## src/rtl/bmem_line_adapter.sv

```systemverilog
`default_nettype none
// ============================================================================
//  Module   : bmem_line_adapter
//  Purpose  : Initiator side of the burst-memory (bmem) interface. Turns one
//             cacheline read or writeback from the last-level cache into a
//             BURST_LEN-beat burst of BEAT_W-bit beats, and returns a single
//             cycle completion pulse to the cache.
//  Ports    : clk         - clock
//             rst         - asynchronous reset, active low (0 = in reset)
//             line_addr   - cacheline byte address from the cache
//             line_read   - cacheline read request (sampled in IDLE only)
//             line_write  - cacheline writeback request (wins over read)
//             line_wdata  - writeback data
//             line_rdata  - assembled read data, stable until next read beat
//             line_resp   - one-cycle completion pulse
//             bmem_addr   - line-aligned burst base address (0 when idle)
//             bmem_read   - one-cycle burst read command
//             bmem_write  - write beat valid
//             bmem_wdata  - write beat data
//             bmem_rdata  - read beat data
//             bmem_resp   - read beat valid / write completion
//  Revision : 1.0 - initial release
// ============================================================================
module bmem_line_adapter #(
    parameter int BEAT_W    = 64,
    parameter int BURST_LEN = 4,
    parameter int LINE_W    = BEAT_W * BURST_LEN,
    parameter int ADDR_W    = 32
) (
    input  logic              clk,
    input  logic              rst,
    input  logic [ADDR_W-1:0] line_addr,
    input  logic              line_read,
    input  logic              line_write,
    input  logic [LINE_W-1:0] line_wdata,
    output logic [LINE_W-1:0] line_rdata,
    output logic              line_resp,
    output logic [ADDR_W-1:0] bmem_addr,
    output logic              bmem_read,
    output logic              bmem_write,
    output logic [BEAT_W-1:0] bmem_wdata,
    input  logic [BEAT_W-1:0] bmem_rdata,
    input  logic              bmem_resp
);

    // Byte-offset bits within one line; these are forced to zero on bmem_addr.
    localparam int c_OFS_W = $clog2(LINE_W / 8);
    localparam int c_CNT_W = $clog2(BURST_LEN);
    localparam logic [c_CNT_W-1:0] c_LAST = c_CNT_W'(BURST_LEN - 1);

    typedef enum logic [2:0] {
        S_IDLE    = 3'd0,
        S_RD_REQ  = 3'd1,
        S_RD_DATA = 3'd2,
        S_WR_DATA = 3'd3,
        S_WR_ACK  = 3'd4,
        S_DONE    = 3'd5
    } state_t;

    state_t                       r_state;
    state_t                       w_state_nxt;
    logic [c_CNT_W-1:0]           r_cnt;
    logic [ADDR_W-c_OFS_W-1:0]    r_addr;
    logic [LINE_W-1:0]            r_wdata;
    logic [LINE_W-1:0]            r_rdata;

    // Only the line-number part of the address is kept; the offset is dropped.
    logic w_unused_ofs;
    assign w_unused_ofs = ^line_addr[c_OFS_W-1:0];

    // ------------------------------------------------------------------------
    // State, counter and datapath registers
    // ------------------------------------------------------------------------
    always_ff @(posedge clk or negedge rst) begin
        if (!rst) begin
            r_state <= S_IDLE;
            r_cnt   <= '0;
            r_addr  <= '0;
            r_wdata <= '0;
            r_rdata <= '0;
        end else begin
            r_state <= w_state_nxt;
            case (r_state)
                S_IDLE: begin
                    if (line_write) begin
                        r_addr  <= line_addr[ADDR_W-1:c_OFS_W];
                        r_wdata <= line_wdata;
                        r_cnt   <= '0;
                    end else if (line_read) begin
                        r_addr  <= line_addr[ADDR_W-1:c_OFS_W];
                    end
                end
                S_RD_REQ: begin
                    r_cnt <= '0;
                end
                S_RD_DATA: begin
                    // Gaps in the beat stream simply hold the counter.
                    if (bmem_resp) begin
                        for (int i = 0; i < BURST_LEN; i++) begin
                            if (r_cnt == c_CNT_W'(i)) begin
                                r_rdata[i*BEAT_W +: BEAT_W] <= bmem_rdata;
                            end
                        end
                        r_cnt <= r_cnt + 1'b1;
                    end
                end
                S_WR_DATA: begin
                    // Write beats stream out with no per-beat handshake.
                    r_cnt <= r_cnt + 1'b1;
                end
                default: begin
                end
            endcase
        end
    end

    // ------------------------------------------------------------------------
    // Next state and outputs. Outputs decode the registered state only, so
    // none of them has a combinational path from the bmem_* inputs.
    // ------------------------------------------------------------------------
    always_comb begin
        w_state_nxt = r_state;
        bmem_read   = 1'b0;
        bmem_write  = 1'b0;
        line_resp   = 1'b0;
        bmem_addr   = '0;
        bmem_wdata  = '0;

        if (r_state != S_IDLE) begin
            bmem_addr = {r_addr, {c_OFS_W{1'b0}}};
        end

        case (r_state)
            S_IDLE: begin
                if (line_write) begin
                    w_state_nxt = S_WR_DATA;
                end else if (line_read) begin
                    w_state_nxt = S_RD_REQ;
                end
            end
            S_RD_REQ: begin
                bmem_read   = 1'b1;
                w_state_nxt = S_RD_DATA;
            end
            S_RD_DATA: begin
                if (bmem_resp && (r_cnt == c_LAST)) begin
                    w_state_nxt = S_DONE;
                end
            end
            S_WR_DATA: begin
                bmem_write = 1'b1;
                for (int i = 0; i < BURST_LEN; i++) begin
                    if (r_cnt == c_CNT_W'(i)) begin
                        bmem_wdata = r_wdata[i*BEAT_W +: BEAT_W];
                    end
                end
                if (r_cnt == c_LAST) begin
                    w_state_nxt = S_WR_ACK;
                end
            end
            S_WR_ACK: begin
                if (bmem_resp) begin
                    w_state_nxt = S_DONE;
                end
            end
            S_DONE: begin
                line_resp   = 1'b1;
                w_state_nxt = S_IDLE;
            end
            default: begin
                w_state_nxt = S_IDLE;
            end
        endcase
    end

    assign line_rdata = r_rdata;

endmodule
`default_nettype wire

```

## config.mk

```make
export PLATFORM = sky130hd
export DESIGN_NAME = bmem_line_adapter
export DESIGN_NICKNAME = d
export VERILOG_FILES = /design/src/rtl/bmem_line_adapter.sv
export SDC_FILE = /design/constraint.sdc
export NUM_CORES = 1
export LEC_CHECK = 0
export CAP_MARGIN = 20
export CORE_AREA = 5 5 273 275
export DETAILED_ROUTE_END_ITERATION = 8
export DIE_AREA = 0 0 278 280
export GPL_ROUTABILITY_DRIVEN = 0
export PLACE_DENSITY = 0.56
export SYNTH_ARGS = -nofsm -noshare
export SYNTH_HDL_FRONTEND = slang
export SYNTH_SLANG_ARGS = --single-unit
```

## constraint.sdc

```tcl
create_clock -name clk -period 2 [get_ports clk]
set_input_delay 0.2 -clock clk [delete_from_list [all_inputs] [get_ports clk]]
set_output_delay 0.2 -clock clk [all_outputs]
set_load 0.02 [all_outputs]
```

Yosys cells after proc, flatten, opt, wreduce, memory -nomap -nowiden

Cells that the tools add are included.

Register bits: 544
Bits in latches: 0
RAM bits: 0
Bits in read-only memories: 0
Bits of input ports: 357
Output and inout port bits: 355
Word-level logic and storage cells: 57
Memories kept: 0

Add/subtract/negate cells: 1
$mul: 0
Divide/modulo/power cells: 0
$lt $le $gt $ge: 0
Eq/ne operators: 14
Shift-type cells: 0
Mux-type cells: 20
Bitwise operators: 0
Reductions and logical operators: 14

Operators with widths:

| kind                                          | number |
|---|---|
| two-way mux 64 bit                            | 5 |
| two-way mux 27 bit                            | 2 |
| two-way mux 32 bit                            | 1 |
| two-way mux 3 bit                             | 5 |
| case mux 3 bit (5 select lines)               | 1 |
| AND reduction 3 bit                           | 5 |
| inequality test 2 bit, second input constant  | 5 |
| case mux 2 bit (4 select lines)               | 1 |
| == test 3 x 2 -> 1 bit, second input constant | 2 |
| == test 3 bit, second input constant          | 2 |
| == test 2 bit, second input constant          | 2 |
| two-way mux 2 bit                             | 2 |
| AND reduction 2 bit                           | 2 |
| AND reduction 4 bit                           | 1 |
| nonzero test 4 bit                            | 1 |
| == test 3 x 1 -> 1 bit, second input constant | 1 |
| logical NOT 3 bit                             | 1 |
| two-way mux 1 bit                             | 3 |
| inequality test 3 bit, second input constant  | 1 |
| nonzero test 3 bit                            | 1 |
| adder 2 x 1 -> 2 bit, second input constant   | 1 |
| == test 2 x 1 -> 1 bit, second input constant | 1 |
| logical NOT 2 bit                             | 1 |
| nonzero test 2 bit                            | 1 |
| logical AND 1 bit                             | 1 |

Longest topological paths before layout

Gate-level depths: netlist (run 1).

Depth after elaboration: 6
Mapped depth: 7
Mapped depth without buffers: 5

Worst setup path before layout (run 1)

No wires, ideal clock.

Kind: register -> output
Start point: register r_cnt[1]
End point: output bmem_wdata[10]
Arrival: 1826 ps
Required time: 1800 ps
Slack: -26 ps
Cell stages (with the launch flop): 7
Path buffers: 2
Cell sequence: dfrtp_1 > inv_1 > ha_1 > clkbuf_1 > clkbuf_1 > a221oi_1 > o22ai_1

Longest elaborated chain between the ends: 6
Elaborated cells between the ends (all ways): 9
Classes of those cells: 3 x eq/ne; 5 x mux; 1 x reduce/logical

Ends and longest elaborated chain:

| element                         | RTL line | RTL |
|---|---|---|
| start, declared                 | 62       | `logic [c_CNT_W-1:0] r_cnt;` |
| start signal, assigned          | 104      | `r_cnt <= r_cnt + 1'b1;` |
| start signal, assigned          | 109      | `r_cnt <= r_cnt + 1'b1;` |
| logical NOT 2 bit               | 153      | `if (r_cnt == c_CNT_W'(i)) begin` |
| two-way mux 64 bit (3 in a row) | 153      |  |
| two-way mux 64 bit (*)          | 153      |  |
| two-way mux 64 bit (*)          | 133      | `case (r_state)` |
| end, declared                   | 41       | `output logic [BEAT_W-1:0] bmem_wdata,` |

Mark *: on every way between the ends. The rest lies on a longest branch, timed or not.

Final worst setup path (run 1)

Start point: register r_cnt[0]
End point: output bmem_wdata[36]

Same word-level chain as after synthesis.

==> flow_summary.json, run 1 <==
{
  "hpwl_mm": 60.91,
  "drt_wl_total_mm": 90.09,
  "synth.largest_area_cell": "dfrtp_1",
  "worstPathMaxFanout": 6,
  "wl_per_cell_um": 25.49,
  "drt_pass1_iterations": 5,
  "cts_inserted_buffers": 59,
  "finalClockSkew_ps": 23.75,
  "hold_viol_final": 0,
  "hold_class": "input port to async pin",
  "relSlewSlack_pct": 59.83,
  "antenna_found_initial": 27,
  "grt_pass1_vias": 18390,
  "critPathLaunch": "r_cnt[0]",
  "clk_latency_ps": 610,
  "crit_top_cell": "buf_4",
  "setup_viol": 634,
  "worst_setup_path_start_kind": "flop",
  "min_period_over_period_pct": 131.7,
  "outcome": "finished with violations",
  "power_mw": 71.26,
  "crit_path_max_incr_delay_ps": 390,
  "die_y_um": 280,
  "ys_top_cells_by_area": "dfrtp_1, mux2_4, mux2_2",
  "vdd_ir_drop_max_v": 0.001015,
  "io_buffer_count": 701,
  "core_mm2": 0.07209,
  "yosysSeqAreaShare_pct": 56.75,
  "yosys_warnings": 0,
  "path_buf_inv": 5,
  "dieArea_mm2": 0.07784,
  "ys_types": 35,
  "htreeDepth": 2,
  "via_per_inst": 4.901,
  "worstPathArrival_ps": 2430,
  "layout_setup_ws_ps": -633.6,
  "drtIter0Drc": 863,
  "cts.clk_slew.worst_paths_ps": 60,
  "avgSynthCellArea_um2": 15.05,
  "synth.most_common_cell": "dfrtp_1",
  "ys_ff_latch": 544,
  "drc": 0,
  "worst_pin_slew_ps": 602.6,
  "leakage_nw": 17.80,
  "start_util_pct": 33.27,
  "grt_max_degree": 94,
  "ctsLongestPathBuffers": 3,
  "area_delta_synth_final_pct": 65.49,
  "maxCapViolCount": 0,
  "grt_overflow_total": 0,
  "fp-row-count": 99,
  "grt_pass1_wl_mm": 123.2,
  "yosysTopAreaCellShare_pct": 56.75,
  "crit_family": "buffers and inverters",
  "path_cells": "inv_2 > ha_1 > nor2b_4 > buf_4 > clkbuf_16 > buf_4 > a221oi_2 > o22ai_2 > buf_6",
  "p_per_area_mw_per_mm2": 1795,
  "endpoint_kind": "output port",
  "layout-drive-gt1-share_pct": 45.16,
  "async_flop_share_pct": 100.0,
  "cts_tree": "done",
  "netlist_instances": 1594,
  "timing.rr.start": "r_state[2]",
  "ios": 712,
  "worst_ep_required_time_ps": 1800,
  "vias": 17320,
  "num-nets-final": 2878,
  "slew_viol_final": 0,
  "synth_ff_type": "dfrtp_1",
  "antenna_left": 0,
  "final_cells": 3534,
  "synth_common_cells": "dfrtp_1, mux2_4, mux2_2",
  "placed_cells": 3273,
  "cts_root_buf": "clkbuf_16",
  "finalCriticalPeriod_ps": 2634,
  "crit_type": "flop to output port",
  "violations": "negative setup slack",
  "fp.dieW_um": 278,
  "rsz0062_at_grt": "true",
  "crit_slowest_cell": "dfrtp_2",
  "max_freq_mhz": 379.7,
  "syn_area_mm2": 0.02399,
  "clock_sinks": 544,
  "grt_use_total_pct": 20.63,
  "synth_edf_count": 0
}
-- where the power goes --
group	total, mW	internal (mW)	switching (mW)
registers	20.8	16.7	4.12
clock network	11.3	6.61	4.68
logic	39.2	22.5	16.7
-- path summary, 6_finish.rpt --
| path | endpoint | depth (start not counted) | slack (ps) |
|---|---|---|---|
| setup / recovery | bmem_wdata[36] | 9 | -630 |
| hold / removal | r_wdata[1] | 2 | 70 |
| setup reg to reg | line_rdata[82] | 12 | -460 |
| hold reg to reg | r_wdata[179] | 1 | 490 |
| max in group asynchronous | r_addr[4] | 3 | 960 |
| min in group clk | r_wdata[190] | 3 | 180 |
-- per-stage QoR --
| stage | hold WS, ps | setup TNS [ps] | worst slack [ps] | utilization, % | area (um^2) |
|---|---|---|---|---|---|
| final | 69.31 | -229920 | -633.6 | 55.06 | 39700 |
| after floorplan | -95.59 | 0 | 81.60 | - | 24380 |
| after global routing | 69.88 | -269080 | -715.2 | 55.04 | 39680 |
| after CTS | 60.39 | -62400 | -693.7 | 50.84 | 36650 |
| after detailed placement | 116.8 | -28900 | -567.8 | 46.21 | 33310 |
| after global placement | 118.5 | -25710 | -514.2 | 46.21 | 33310 |
-- per-layer routing --
layer,vias up,track usage (%),part of all wire (%),wire [um]
met4,30,5.490,3.1,2828
met3,170,7.472,8.0,7230
met1,8888,24.97,40,36310
met5,-,0,0.22,202
met2,620,35.15,48,43530
li1,7611,-,-,-
-- timing repair --
item / in CTS / in global routing
gates cloned: 9 / 38
hold buffers: 1 / 0
resized for setup: 545 / 441
setup buffers: 46 / 57
hold endpoints to repair: 327 / 0
endpoints found under the setup margin: 185 / 486
pin swaps: 68 / 81
-- state kept, by name, indices dropped and copies added (netlist names) --
name / cells
r_state: 3
r_wdata: 256
r_cnt: 2
line_rdata: 256
r_addr: 27
-- worst register-to-register path, delay by kind of cell, from the launching register on --
kind                   cells  cell delay (ps)
multiplexers               1              320
flip-flops                 1              390
AND/OR/NAND/NOR            2              470
buffers and inverters      9             1190
-- final cells by class --
type                    instances  area [um^2]
diodes                         11        27.53
well taps                     959         1200
clock buffers                  85         1755
clock inverters                23        259.0
flip-flops and latches        544        13610
inverters                      68        255.2
multi-input cells             862        11600
repair buffers                982        10980
fillers                      5799        32400
-- logic make-up (layout without fill, tap and decap cells) --
group,after synthesis,count (layout),share of synthesized area (%)
DFF,544,544,56.75
and+or+nand+nor,111,111,2.358
buffers and inverters,192,1158,4.955
adders and majority gates,4,4,0.2087
other,1,16,0.01563
AOI/OAI and AO/OA,201,201,6.572
muxes,541,541,29.14
-- cells in the final DEF (no fill, tap or decap), types with 12 or more instances in the layout --
| master | n |
|---|---|
| clkdlybuf4s50_1 | 606 |
| dfrtp_1 | 543 |
| mux2_4 | 477 |
| buf_6 | 124 |
| buf_4 | 123 |
| clkbuf_16 | 91 |
| nand2_1 | 66 |
| inv_1 | 64 |
| a211o_1 | 64 |
| o22ai_2 | 60 |
| buf_12 | 55 |
| mux2_2 | 52 |
| a221oi_4 | 49 |
| buf_8 | 20 |
| nor2b_1 | 16 |
| clkbuf_8 | 16 |
| a221oi_2 | 13 |
| buf_16 | 12 |
Power figures use the tool's default switching activity.
==> run 2: changes to the inputs <==
- CELL_PAD_IN_SITES_DETAIL_PLACEMENT: default -> 1
- CELL_PAD_IN_SITES_GLOBAL_PLACEMENT: default -> 1
- PLACE_DENSITY: 0.56 -> 0.68
==> run 2 against run 1 <==
Against the previous run:
- the flow still finishes with violations (negative setup slack)
- sequential share of layout area is 1.8 points higher
- non-clock buffer count is 79 lower
- setup slack better by 24 ps
- critical path depth is 1 lower
- design area is 5.0% lower
- fmax is 0.90% higher
- core utilization is 2.8 points lower
- wire length is 2.0% higher
- clock-buffer cell count is 2 higher
- sequential power hardly changed
- largest power group unchanged
==> flow_summary.json, run 2 (synthesized netlist as in run 1, its figures left out) <==
{
  "start_util_pct": 33.27,
  "ctsLongestPathBuffers": 3,
  "min_period_over_period_pct": 130.5,
  "worst_setup_path_start_kind": "flop",
  "setup_viol": 627,
  "finalClockSkew_ps": 20.95,
  "clock_sinks": 544,
  "leakage_nw": 16.79,
  "worstPathMaxFanout": 8,
  "io_buffer_count": 701,
  "rsz0062_at_grt": "true",
  "vias": 17240,
  "grt_pass1_wl_mm": 126.7,
  "r2r_slack_ps": -240,
  "dieArea_mm2": 0.07784,
  "area_delta_synth_final_pct": 57.15,
  "clk_latency_ps": 620,
  "placed_cells": 3259,
  "grt_pass1_vias": 18790,
  "final_cells": 3472,
  "grt_overflow_total": 0,
  "outcome": "finished with violations",
  "endpoint_kind": "output port",
  "drtIter0Drc": 796,
  "violations": "negative setup slack",
  "hpwl_mm": 65.08,
  "fp.dieW_um": 278,
  "drt_wl_total_mm": 91.87,
  "layout_setup_ws_ps": -610.1,
  "ios": 712,
  "cts.clk_slew.worst_paths_ps": 60,
  "worst_ep_required_time_ps": 1800,
  "wl_per_cell_um": 26.46,
  "hold_class": "input port to async pin",
  "grt_use_total_pct": 21.20,
  "via_per_inst": 4.965,
  "core_mm2": 0.07209,
  "p_per_area_mw_per_mm2": 1802,
  "num-nets-final": 2801,
  "fp-row-count": 99,
  "antenna_left": 0,
  "slew_viol_final": 0,
  "cts_inserted_buffers": 61,
  "final_common_cell": "clkdlybuf4s50_1",
  "antenna_found_initial": 34,
  "finalCriticalPeriod_ps": 2610,
  "worstPathArrival_ps": 2410,
  "drc": 0,
  "layout-drive-gt1-share_pct": 40.02,
  "max_freq_mhz": 383.1,
  "timing.rr.end": "r_addr[20]",
  "r2r_cells": 11,
  "setup_tns_ps": -106270,
  "hold_viol_final": 0,
  "timing.rr.start": "r_state[2]",
  "grt_max_degree": 86,
  "htreeDepth": 2,
  "die_y_um": 280,
  "cts_root_buf": "clkbuf_16",
  "maxCapViolCount": 0,
  "drt_pass1_iterations": 5,
  "final_cell_mix": "clkdlybuf4s50_1, dfrtp_1, mux2_4, mux2_2, buf_4",
  "cts_tree": "done",
  "vdd_ir_drop_max_v": 0.0008204,
  "crit_type": "flop to output port",
  "finalHoldWorstSlack_ps": 73.08
}
-- run 2: changes by cell type in the layout (fill, tap and decap cells not counted), moves of 11 or more --
cell	previous run	this run
mux2_4	477	325
buf_8	20	8
mux2_2	52	141
a221oi_4	49	16
mux2_1	9	72
a221oi_2	13	32
buf_6	124	98
a221oi_1	1	15
diode_2	11	22
buf_4	123	108
-- run 2: worst max path at each step --
stage / slack (ps) / from / to
floorplan: 80 / r_cnt[0] / bmem_wdata[0]
global placement: -420 / r_cnt[0] / bmem_wdata[22]
detailed placement: -450 / r_cnt[0] / bmem_wdata[22]
CTS: -720 / r_cnt[0] / bmem_wdata[16]
global route: -690 / r_cnt[1] / bmem_wdata[28]
finish: -610 / r_cnt[0] / bmem_wdata[13]
-- run 2: what timing repair did --
action                                 4_1_cts  5_1_grt
buffers inserted                            15       38
pin swaps                                   13       50
resized for setup                          329      350
setup endpoints to repair                  171      300
gates cloned                                 2       24
hold buffers                                 1        0
endpoints found under the hold margin      361        0
-- run 2: layout make-up --
type                    instances  area, um^2
fillers                      6961       34400
flip-flops and latches        544       13610
multi-input cells             862       10580
repair buffers                903        9799
clock buffers                  87        1784
well taps                     959        1200
clock inverters                27       411.6
inverters                      68       255.2
diodes                         22       55.05
-- run 2: stage by stage --
step / util, % / total power [mW] / instance area, um^2 / worst slack [ps]
after floorplan: - / 36.89 / 24380 / 81.60
after global placement: 46.01 / 50.01 / 33170 / -424.1
after detailed placement: 46.01 / 50.87 / 33170 / -445.6
after CTS: 49.84 / 64.94 / 35930 / -721.1
after global routing: 52.27 / 70.87 / 37680 / -691.2
final: 52.29 / 67.91 / 37700 / -610.1
-- run 2: metal layers --
metal / routed length (um) / global-route usage [%] / vias to the layer above
met5: 212 / 0 / -
met4: 3009 / 7.265 / 32
met3: 6058 / 6.224 / 168
met2: 46500 / 37.03 / 591
met1: 36100 / 25.13 / 8984
li1: - / - / 7465
-- run 2: critical path, stage by stage (launching register included) --
cell,delay (ps)
dfrtp_1,410
buf_6,140
ha_4,180
nor2b_4,210
buf_4,160
buf_12,140
a221oi_4,90
o22ai_4,280
buf_6,170
-- run 2: report_power, final --
| group | internal (mW) | switching [mW] | leakage, nW |
|---|---|---|---|
| combinational | 19.2 | 15.9 | 9.19 |
| clock | 7.48 | 4.76 | 1.08 |
| sequential | 16.7 | 3.93 | 6.52 |
| total | 43.4 | 24.6 | 16.8 |
